$ cat config.mk
export PLATFORM = sky130hd
export DESIGN_NAME = elastic_fifo
export DESIGN_NICKNAME = d
export VERILOG_FILES = /design/src/rtl/elastic_fifo_pkg.sv /design/src/rtl/elastic_fifo_ram.sv /design/src/rtl/elastic_fifo.sv
export SDC_FILE = /design/constraint.sdc
export NUM_CORES = 1
export LEC_CHECK = 0
export BUFFER_PORTS_ARGS = -buffer_cell sky130_fd_sc_hd__buf_2
export CORE_ASPECT_RATIO = 1.5
export CORE_MARGIN = 3
export CORE_UTILIZATION = 60
export CTS_BUF_LIST = sky130_fd_sc_hd__clkbuf_8
export CTS_CLUSTER_SIZE = 20
export DETAILED_ROUTE_END_ITERATION = 8
export PLACE_DENSITY = 0.82
export SYNTH_ARGS = -nofsm -noshare
export SYNTH_HDL_FRONTEND = slang
export SYNTH_HIERARCHICAL = 1
export SYNTH_SLANG_ARGS = --single-unit
$ cat constraint.sdc
create_clock -name clk -period 5.7 [get_ports clk]
set_input_delay 1.14 -clock clk [delete_from_list [all_inputs] [get_ports clk]]
set_output_delay 1.14 -clock clk [all_outputs]
set_load 0.02 [all_outputs]
$ cat src/rtl/elastic_fifo_pkg.sv
// Shared constants and helpers for the elastic FIFO.
// Latency: n/a (package only).
// Backpressure: n/a (package only).
package elastic_fifo_pkg;

    localparam int MODE_BACKPRESSURE = 0;
    localparam int MODE_DROP         = 1;
    localparam int DROP_COUNT_W      = 16;

    // Saturating increment keeps statistics pinned at all-ones.
    function automatic logic [DROP_COUNT_W-1:0] sat_inc(input logic [DROP_COUNT_W-1:0] v);
        return (v == '1) ? v : v + 1'b1;
    endfunction

endpackage

$ cat src/rtl/elastic_fifo_ram.sv
// Storage array for the elastic FIFO: one write port, one asynchronous read port.
// Latency: write lands on the rising edge, read is combinational.
// Backpressure: none; the controller decides when to write.
module elastic_fifo_ram #(
    parameter int DATA_SIZE  = 16,
    parameter int FIFO_DEPTH = 5,
    parameter int ADDR_W     = $clog2(FIFO_DEPTH)
) (
    input  logic                 clk,
    input  logic                 wr_en,
    input  logic [ADDR_W-1:0]    wr_addr,
    input  logic [DATA_SIZE-1:0] wr_data,
    input  logic [ADDR_W-1:0]    rd_addr,
    output logic [DATA_SIZE-1:0] rd_data
);

    logic [DATA_SIZE-1:0] mem [0:FIFO_DEPTH-1];

    // Contents are never reset; the controller's level tracks validity.
    always_ff @(posedge clk) begin
        if (wr_en) begin
            mem[wr_addr] <= wr_data;
        end
    end

    assign rd_data = mem[rd_addr];

endmodule

$ cat src/rtl/elastic_fifo.sv
// Circular-buffer FIFO with zero-latency bypass when empty; ELASTIC_FIFO_STATS_EN adds drop_count.
// Latency: 0 cycles when empty (bypass), otherwise head word presented from storage.
// Backpressure: MODE 0 deasserts in_ready when full; MODE 1 always ready and drops on full.
module elastic_fifo
    import elastic_fifo_pkg::*;
#(
    parameter int DATA_SIZE   = 16,
    parameter int FIFO_DEPTH  = 5,
    parameter int MODE        = MODE_BACKPRESSURE,
    parameter int ALMOST_FULL = FIFO_DEPTH - 1
) (
    input  logic                             clk,
    input  logic                             rst,
    input  logic                             in_valid,
    output logic                             in_ready,
    input  logic [DATA_SIZE-1:0]             in_data,
    output logic                             out_valid,
    input  logic                             out_ready,
    output logic [DATA_SIZE-1:0]             out_data,
    output logic [$clog2(FIFO_DEPTH+1)-1:0]  level,
    output logic                             almost_full,
    output logic                             overflow,
    input  logic                             overflow_clr
`ifdef ELASTIC_FIFO_STATS_EN
    ,
    output logic [DROP_COUNT_W-1:0]          drop_count
`endif
);

    localparam int PTR_W = $clog2(FIFO_DEPTH);
    localparam int LVL_W = $clog2(FIFO_DEPTH + 1);

    localparam logic [PTR_W-1:0] PTR_LAST = PTR_W'(FIFO_DEPTH - 1);
    localparam logic [LVL_W-1:0] LVL_FULL = LVL_W'(FIFO_DEPTH);
    localparam logic [LVL_W-1:0] LVL_AF   = LVL_W'(ALMOST_FULL);

    logic [PTR_W-1:0]     rd_ptr;
    logic [PTR_W-1:0]     wr_ptr;
    logic [LVL_W-1:0]     level_q;
    logic                 overflow_q;
    logic [DATA_SIZE-1:0] rd_data;

    logic empty;
    logic full;
    logic accept;
    logic push;
    logic pop;
    logic wr_en;
    logic drop;

    function automatic logic [PTR_W-1:0] ptr_inc(input logic [PTR_W-1:0] p);
        return (p == PTR_LAST) ? '0 : p + 1'b1;
    endfunction

    assign empty = (level_q == '0);
    assign full  = (level_q == LVL_FULL);

    // in_ready depends only on registered state, never on out_ready.
    assign in_ready = !rst && ((MODE == MODE_DROP) || !full);

    assign accept = in_valid && in_ready;
    assign push   = accept && !(empty && out_ready);
    assign pop    = out_ready && !empty;

    // A full buffer can still take a word if the head leaves in the same cycle.
    assign wr_en = push && (!full || pop);
    assign drop  = (MODE == MODE_DROP) && push && full && !pop;

    assign out_valid   = !rst && (!empty || in_valid);
    assign out_data    = empty ? in_data : rd_data;
    assign level       = level_q;
    assign almost_full = (level_q >= LVL_AF);
    assign overflow    = overflow_q;

    elastic_fifo_ram #(
        .DATA_SIZE  (DATA_SIZE),
        .FIFO_DEPTH (FIFO_DEPTH),
        .ADDR_W     (PTR_W)
    ) u_ram (
        .clk     (clk),
        .wr_en   (wr_en),
        .wr_addr (wr_ptr),
        .wr_data (in_data),
        .rd_addr (rd_ptr),
        .rd_data (rd_data)
    );

    always_ff @(posedge clk or posedge rst) begin
        if (rst) begin
            rd_ptr  <= '0;
            wr_ptr  <= '0;
            level_q <= '0;
        end else begin
            if (wr_en) begin
                wr_ptr <= ptr_inc(wr_ptr);
            end
            if (pop) begin
                rd_ptr <= ptr_inc(rd_ptr);
            end
            case ({wr_en, pop})
                2'b10:   level_q <= level_q + 1'b1;
                2'b01:   level_q <= level_q - 1'b1;
                default: level_q <= level_q;
            endcase
        end
    end

    // A drop in the same cycle as a clear keeps the flag set.
    always_ff @(posedge clk or posedge rst) begin
        if (rst) begin
            overflow_q <= 1'b0;
        end else if (drop) begin
            overflow_q <= 1'b1;
        end else if (overflow_clr) begin
            overflow_q <= 1'b0;
        end
    end

`ifdef ELASTIC_FIFO_STATS_EN
    logic [DROP_COUNT_W-1:0] drop_cnt_q;

    always_ff @(posedge clk or posedge rst) begin
        if (rst) begin
            drop_cnt_q <= '0;
        end else if (drop) begin
            drop_cnt_q <= overflow_clr ? DROP_COUNT_W'(1) : sat_inc(drop_cnt_q);
        end else if (overflow_clr) begin
            drop_cnt_q <= '0;
        end
    end

    assign drop_count = drop_cnt_q;
`endif

endmodule
## Word level (Yosys, flattened, before mapping)

Memories as Yosys holds them, arrays and structs flattened.
Cells that the tools add are included.

- Add/subtract/negate cells: 4
- $lt $le $gt $ge: 1
- Equal/unequal tests: 5
- Muxes and demuxes: 6
- Reductions and logical operators: 15

Operators with widths:

| kind | count |
|---|---|
| $mux W16 | 1 |
| $add A3 B1 Y3 const B | 3 |
| $eq A3 B3 Y1 const B | 3 |
| $logic_and A1 B1 Y1 | 7 |
| $mux W3 | 2 |
| $pmux W3 S2 | 1 |
| $logic_not A1 Y1 | 4 |
| $ge A3 B3 Y1 const B | 1 |
| $logic_not A3 Y1 | 1 |
| $sub A3 B1 Y3 const B | 1 |
| $eq A2 B1 Y1 const B | 1 |
| $eq A2 B2 Y1 const B | 1 |
| $logic_or A1 B1 Y1 | 2 |
| $mux W1 | 2 |
| $reduce_bool A2 Y1 | 1 |

- Bits in registers: 9
- RAM bits: 80
- Bits of input ports: 21
- Logic and storage cells: 35
- Memories: 1

Memory list:

| memory | depth | bits a word | rd ports | clocked after Yosys merged registers in | write ports | line | RTL |
|---|---|---|---|---|---|---|---|
| u_ram.mem | 5 | 16 | 1 | 0 | 1 | elastic_fifo_ram.sv:17 | `logic [DATA_SIZE-1:0] mem [0:FIFO_DEPTH-1];` |

## Depth between registers and ports, before layout

- Depth in word-level cells: 8
- Gate-level depth with buffers: 8
- Mapped depth without buffers: 8

## Modules after synthesis

Netlist, hierarchy kept.

By module, submodules not included:

| module | instances | cells an instance | area each (sq um) | sequential area each (sq um) |
|---|---|---|---|---|
| elastic_fifo_ram | 1 | 180 | 3175.5 | 2402.3 |
| elastic_fifo | 1 | 73 | 763.2 | 225.2 |

## Least setup slack after synthesis

Ideal clock, no wire load.

- Path kind: input port to flip-flop
- From: input out_ready
- To: memory u_ram.mem[4][0], enable pin
- Setup time: 0.413 ns
- Arrival: 3.092 ns
- Required time: 5.287 ns
- Setup slack: 2.195 ns
- Stages: 5
- Path buffers: 0
- Path through: nor4b_1 or3_4 inv_4 nand2b_1 nor3b_1

- Cells in the longest elaborated chain, start to end: 6
- Elaborated cells on any way between the ends: 8

RTL lines:

| what | line | RTL |
|---|---|---|
| start: declaration | elastic_fifo.sv:18 | `input logic out_ready,` |
| $logic_and A1 B1 Y1 | elastic_fifo.sv:62 | `assign push = accept && !(empty && out_ready);` |
| $logic_not A1 Y1 | elastic_fifo.sv:62 |  |
| $logic_and A1 B1 Y1 | elastic_fifo.sv:62 |  |
| $logic_and A1 B1 Y1 * | elastic_fifo.sv:66 | `assign wr_en = push && (!full \|\| pop);` |
| via wr_en | elastic_fifo.sv:48 | `logic wr_en;` |
| $mux W1 * | elastic_fifo_ram.sv:21 | `if (wr_en) begin` |
| $mux W1 (implied by the code) * | elastic_fifo_ram.sv:22 | `mem[wr_addr] <= wr_data;` |
| end: declaration | elastic_fifo_ram.sv:17 |  |

Mark *: on every way through the listed nets, which the timed path passes. The rest lies on a longest branch.

## Final worst setup path

- From: register rd_ptr[2]
- To: output out_data[2]

- Cells in the longest elaborated chain, start to end: 2

RTL lines:

| what | line | RTL |
|---|---|---|
| start: declaration | elastic_fifo.sv:37 | `logic [PTR_W-1:0] rd_ptr;` |
| start signal: assignment | elastic_fifo.sv:98 | `rd_ptr <= ptr_inc(rd_ptr);` |
| $mem_v2 Z5 W16 | n/a |  |
| via rd_data[2] | elastic_fifo.sv:41 | `logic [DATA_SIZE-1:0] rd_data;` |
| $mux W16 | elastic_fifo.sv:70 | `assign out_data = empty ? in_data : rd_data;` |
| end: declaration | elastic_fifo.sv:19 | `output logic [DATA_SIZE-1:0] out_data,` |

The timed path passes the listed nets, and every way through them passes these cells.

==> flow_metrics.env <==
export IMPL_rr_endpoint="u_ram/mem[4][9]$_DFFE_PP_"
export IMPL_status="completed"
export IMPL_start_kind="flop"
export IMPL_crit_path_max_incr_delay_ps=700
export IMPL_crit_end="out_data[2]"
export IMPL_synth_seq_cells=89
export IMPL_drtAntennaViolNets=0
export IMPL_final_nets=321
export IMPL_die_w_um=72.2
export IMPL_p_leak_nw=1.61
export IMPL_cts_sinks=89
export IMPL_grt_pass1_wl_mm=10.8
export IMPL_finClkSkew_ps=8.19
export IMPL_die_h_um=105
export IMPL_syn2layout_area_growth_pct=11.1
export IMPL_syn_cell_area_um2=3940
export IMPL_first_global_vias=2132
export IMPL_cp_arrival_ps=2560
export IMPL_drv_cap=0
export IMPL_drt_pre_antenna_iters=4
export IMPL_clock_latency_ps=360
export IMPL_ctsRootBufferMaster="clkbuf_8"
export IMPL_syn_nets=280
export IMPL_ir_drop_mv=0.401
export IMPL_critPathLaunch="rd_ptr[2]$_DFFE_PP0P_"
export IMPL_rsz0062_at_grt="no"
export IMPL_hold_viol=0
export IMPL_first_iter_violations=129
export IMPL_synth_cells=253
export IMPL_ff2ff_path_depth=5
export IMPL_path_clk_slew_ps=80
export IMPL_regToRegStartpoint="level[2]$_DFFE_PP0P_"
export IMPL_layout_min_cycle_time_ps=3700
export IMPL_max_slew_margin_rel_pct=29.2
export IMPL_cpMaxStageDelayCell="dfrtp_1"
export IMPL_grtUsageTotal_pct=19.4
export IMPL_fmax_mhz=270
export IMPL_worstMarginPinSlew_ps=1060
export IMPL_viasPerCell=5.85
export IMPL_cts_resized=0
export IMPL_placed_cell_area_um2=4180
export IMPL_avgRoutedWirePerCell_um=18.3
export IMPL_io_buffers=41
export IMPL_hpwl_mm=4.29
export IMPL_wirelength_mm=6.82
export IMPL_cts_tree="done"
export IMPL_crit_chain="nor2_1 -> buf_4 -> a221oi_1 -> mux2_2 -> buf_2"
export IMPL_drive_above_1_share_pct=31.8
export IMPL_drc=0
export IMPL_endpoint_kind="output port"
export IMPL_ys_seq_area_share_pct=66.7
export IMPL_grt_max_degree=52
export IMPL_p_per_area_nw_per_um2=507
export IMPL_clock_path_buffers=2
export IMPL_crit_type="reg -> out"
export IMPL_antenna_found_initial=0
export IMPL_numCtsBuffers=9
export IMPL_antennaDiodeCount=0
export IMPL_stdcell_area_um2=4380
export IMPL_r2r_slack_ps=3110
export IMPL_path_max_fanout=21
export IMPL_place_gp_congestion=0.714
export IMPL_grt_overflow=0
export IMPL_worstPathRequired_ps=4560
export IMPL_period_share_pct=64.9
export IMPL_finalSetupTns_ps=0
export IMPL_ios=44
export IMPL_synth_warnings=6
export IMPL_route_vias_total=2181
export IMPL_num_fill_cells=398
export IMPL_setup_violations_final=0
export IMPL_hp_class="reg -> reg"
export IMPL_dieArea_um2=7590
export IMPL_cts_hold_buf=0
export IMPL_yosysUniqueCellTypes=38
export IMPL_start_util_pct=62.9
export IMPL_post_cts_buffers=0
export IMPL_rows=35
export IMPL_finalMaxSlewViolations=0
export IMPL_core_um2=6260
export IMPL_post_synth_cell_area_avg_um2=15.6
export IMPL_htreeDepth=3
[stage by stage]
stage,setup slack [ps],std cells,util [%],power (mW),hold WS [ps]
after floorplan,2200,253,-,1.61,530
after global placement,2390,357,66.7,1.79,572
after detailed placement,2340,357,66.7,1.82,576
after CTS,1940,373,69.9,2.24,590
after global routing,1820,373,69.9,2.35,656
final,2000,373,69.9,2.22,600
[worst min-delay path by stage]
| stage | startpoint | to | slack [ps] | depth (start not counted) |
|---|---|---|---|---|
| after floorplan | rd_ptr[2]$_DFFE_PP0P_ | rd_ptr[2]$_DFFE_PP0P_ | 530 | 2 |
| after global placement | level[0]$_DFFE_PP0P_ | level[0]$_DFFE_PP0P_ | 570 | 1 |
| after detailed placement | level[0]$_DFFE_PP0P_ | level[0]$_DFFE_PP0P_ | 580 | 1 |
| after CTS | level[0]$_DFFE_PP0P_ | level[0]$_DFFE_PP0P_ | 590 | 1 |
| after global routing | level[0]$_DFFE_PP0P_ | level[0]$_DFFE_PP0P_ | 660 | 1 |
| final | level[0]$_DFFE_PP0P_ | level[0]$_DFFE_PP0P_ | 600 | 1 |
[Yosys cell counts (all sizes together)]
| master | number | area, um2 |
|---|---|---|
| xor2 | 2 | 17.5 |
| o41ai | 1 | 8.76 |
| xnor2 | 1 | 8.76 |
| nor3 | 3 | 20.0 |
| nand2 | 1 | 3.75 |
| fa | 1 | 20.0 |
| or3 | 1 | 11.3 |
| dfrtp | 9 | 225 |
| mux2 | 19 | 221 |
| buf | 11 | 109 |
| nor4b | 1 | 8.76 |
| nor2b | 16 | 100 |
| a21oi | 2 | 10.0 |
| mux2i | 17 | 170 |
| nand2b | 6 | 45.0 |
| a221oi | 16 | 165 |
| conb | 1 | 3.75 |
| a211o | 1 | 8.76 |
| clkbuf | 2 | 7.51 |
| o21ai | 4 | 20.0 |
| o31ai | 1 | 7.51 |
| inv | 27 | 104 |
| nor2 | 7 | 26.3 |
| nor3b | 1 | 7.51 |
| a211oi | 16 | 135 |
| edfxtp | 80 | 2400 |
| and3b | 1 | 8.76 |
| ha | 5 | 62.6 |
[final cells by class]
class	instances	area [um2]	share of cell area, %
Clock inverter	7	78.8	1.80
Clock buffer	9	124	2.83
Inverter	27	104	2.37
Timing Repair Buffer	43	220	5.03
Multi-Input combinational cell	124	1130	25.8
Tap cell	74	92.6	2.11
Sequential cell	89	2630	60.0
[cell families (layout without fill, tap and decap cells)]
logic type,Yosys count,in the layout,share of synthesized area (%)
AOI/OAI and AO/OA,41,41,9.02
xor gates and xnor gates,3,3,0.667
adders and majority gates,6,6,2.10
buffers and inverters,40,86,5.59
DFF,89,89,66.7
muxes,36,36,9.94
other,1,1,0.0952
and+or+nand+nor,37,37,5.88
[critical path, delay by kind of cell (launching register included)]
| family | cells | cell delay [ps] |
|---|---|---|
| simple gates | 1 | 590 |
| flops | 1 | 700 |
| buf+inv | 2 | 470 |
| compound gates | 1 | 110 |
| mux | 1 | 320 |
[sequential cells by signal, summed over array words and instances (netlist names)]
signal	flops
u_ram/mem	80
rd_ptr	3
wr_ptr	3
level	3
[layout by cell type (no fill, tap or decap), types with 2 or more instances in the layout]
| cell type | instances |
|---|---|
| clkbuf_8 | 9 |
| nor3_4 | 2 |
| ha_1 | 5 |
| inv_1 | 26 |
| clkinv_4 | 2 |
| nand2b_1 | 5 |
| buf_4 | 2 |
| a221oi_2 | 4 |
| a211oi_2 | 3 |
| a211oi_1 | 13 |
| clkinvlp_4 | 3 |
| mux2_4 | 2 |
| a221oi_1 | 12 |
| dfrtp_1 | 8 |
| nor2b_1 | 16 |
| mux2_2 | 17 |
| mux2i_1 | 17 |
| nor2_2 | 2 |
| o21ai_0 | 4 |
| edfxtp_1 | 80 |
| nor2_1 | 5 |
| buf_2 | 41 |
| a21oi_1 | 2 |
| xor2_1 | 2 |
[layer usage]
metal	share of wire [%]	GRT usage (%)
met5	0	0
met4	2.0	8.06
met3	4.5	5.25
met2	54	33.3
met1	39	22.5
[report_power, final]
group,switching [mW],internal (mW)
sequential,0.150,0.796
clock,0.220,0.205
combinational,0.468,0.380
(Power assumes the default switching activity.)
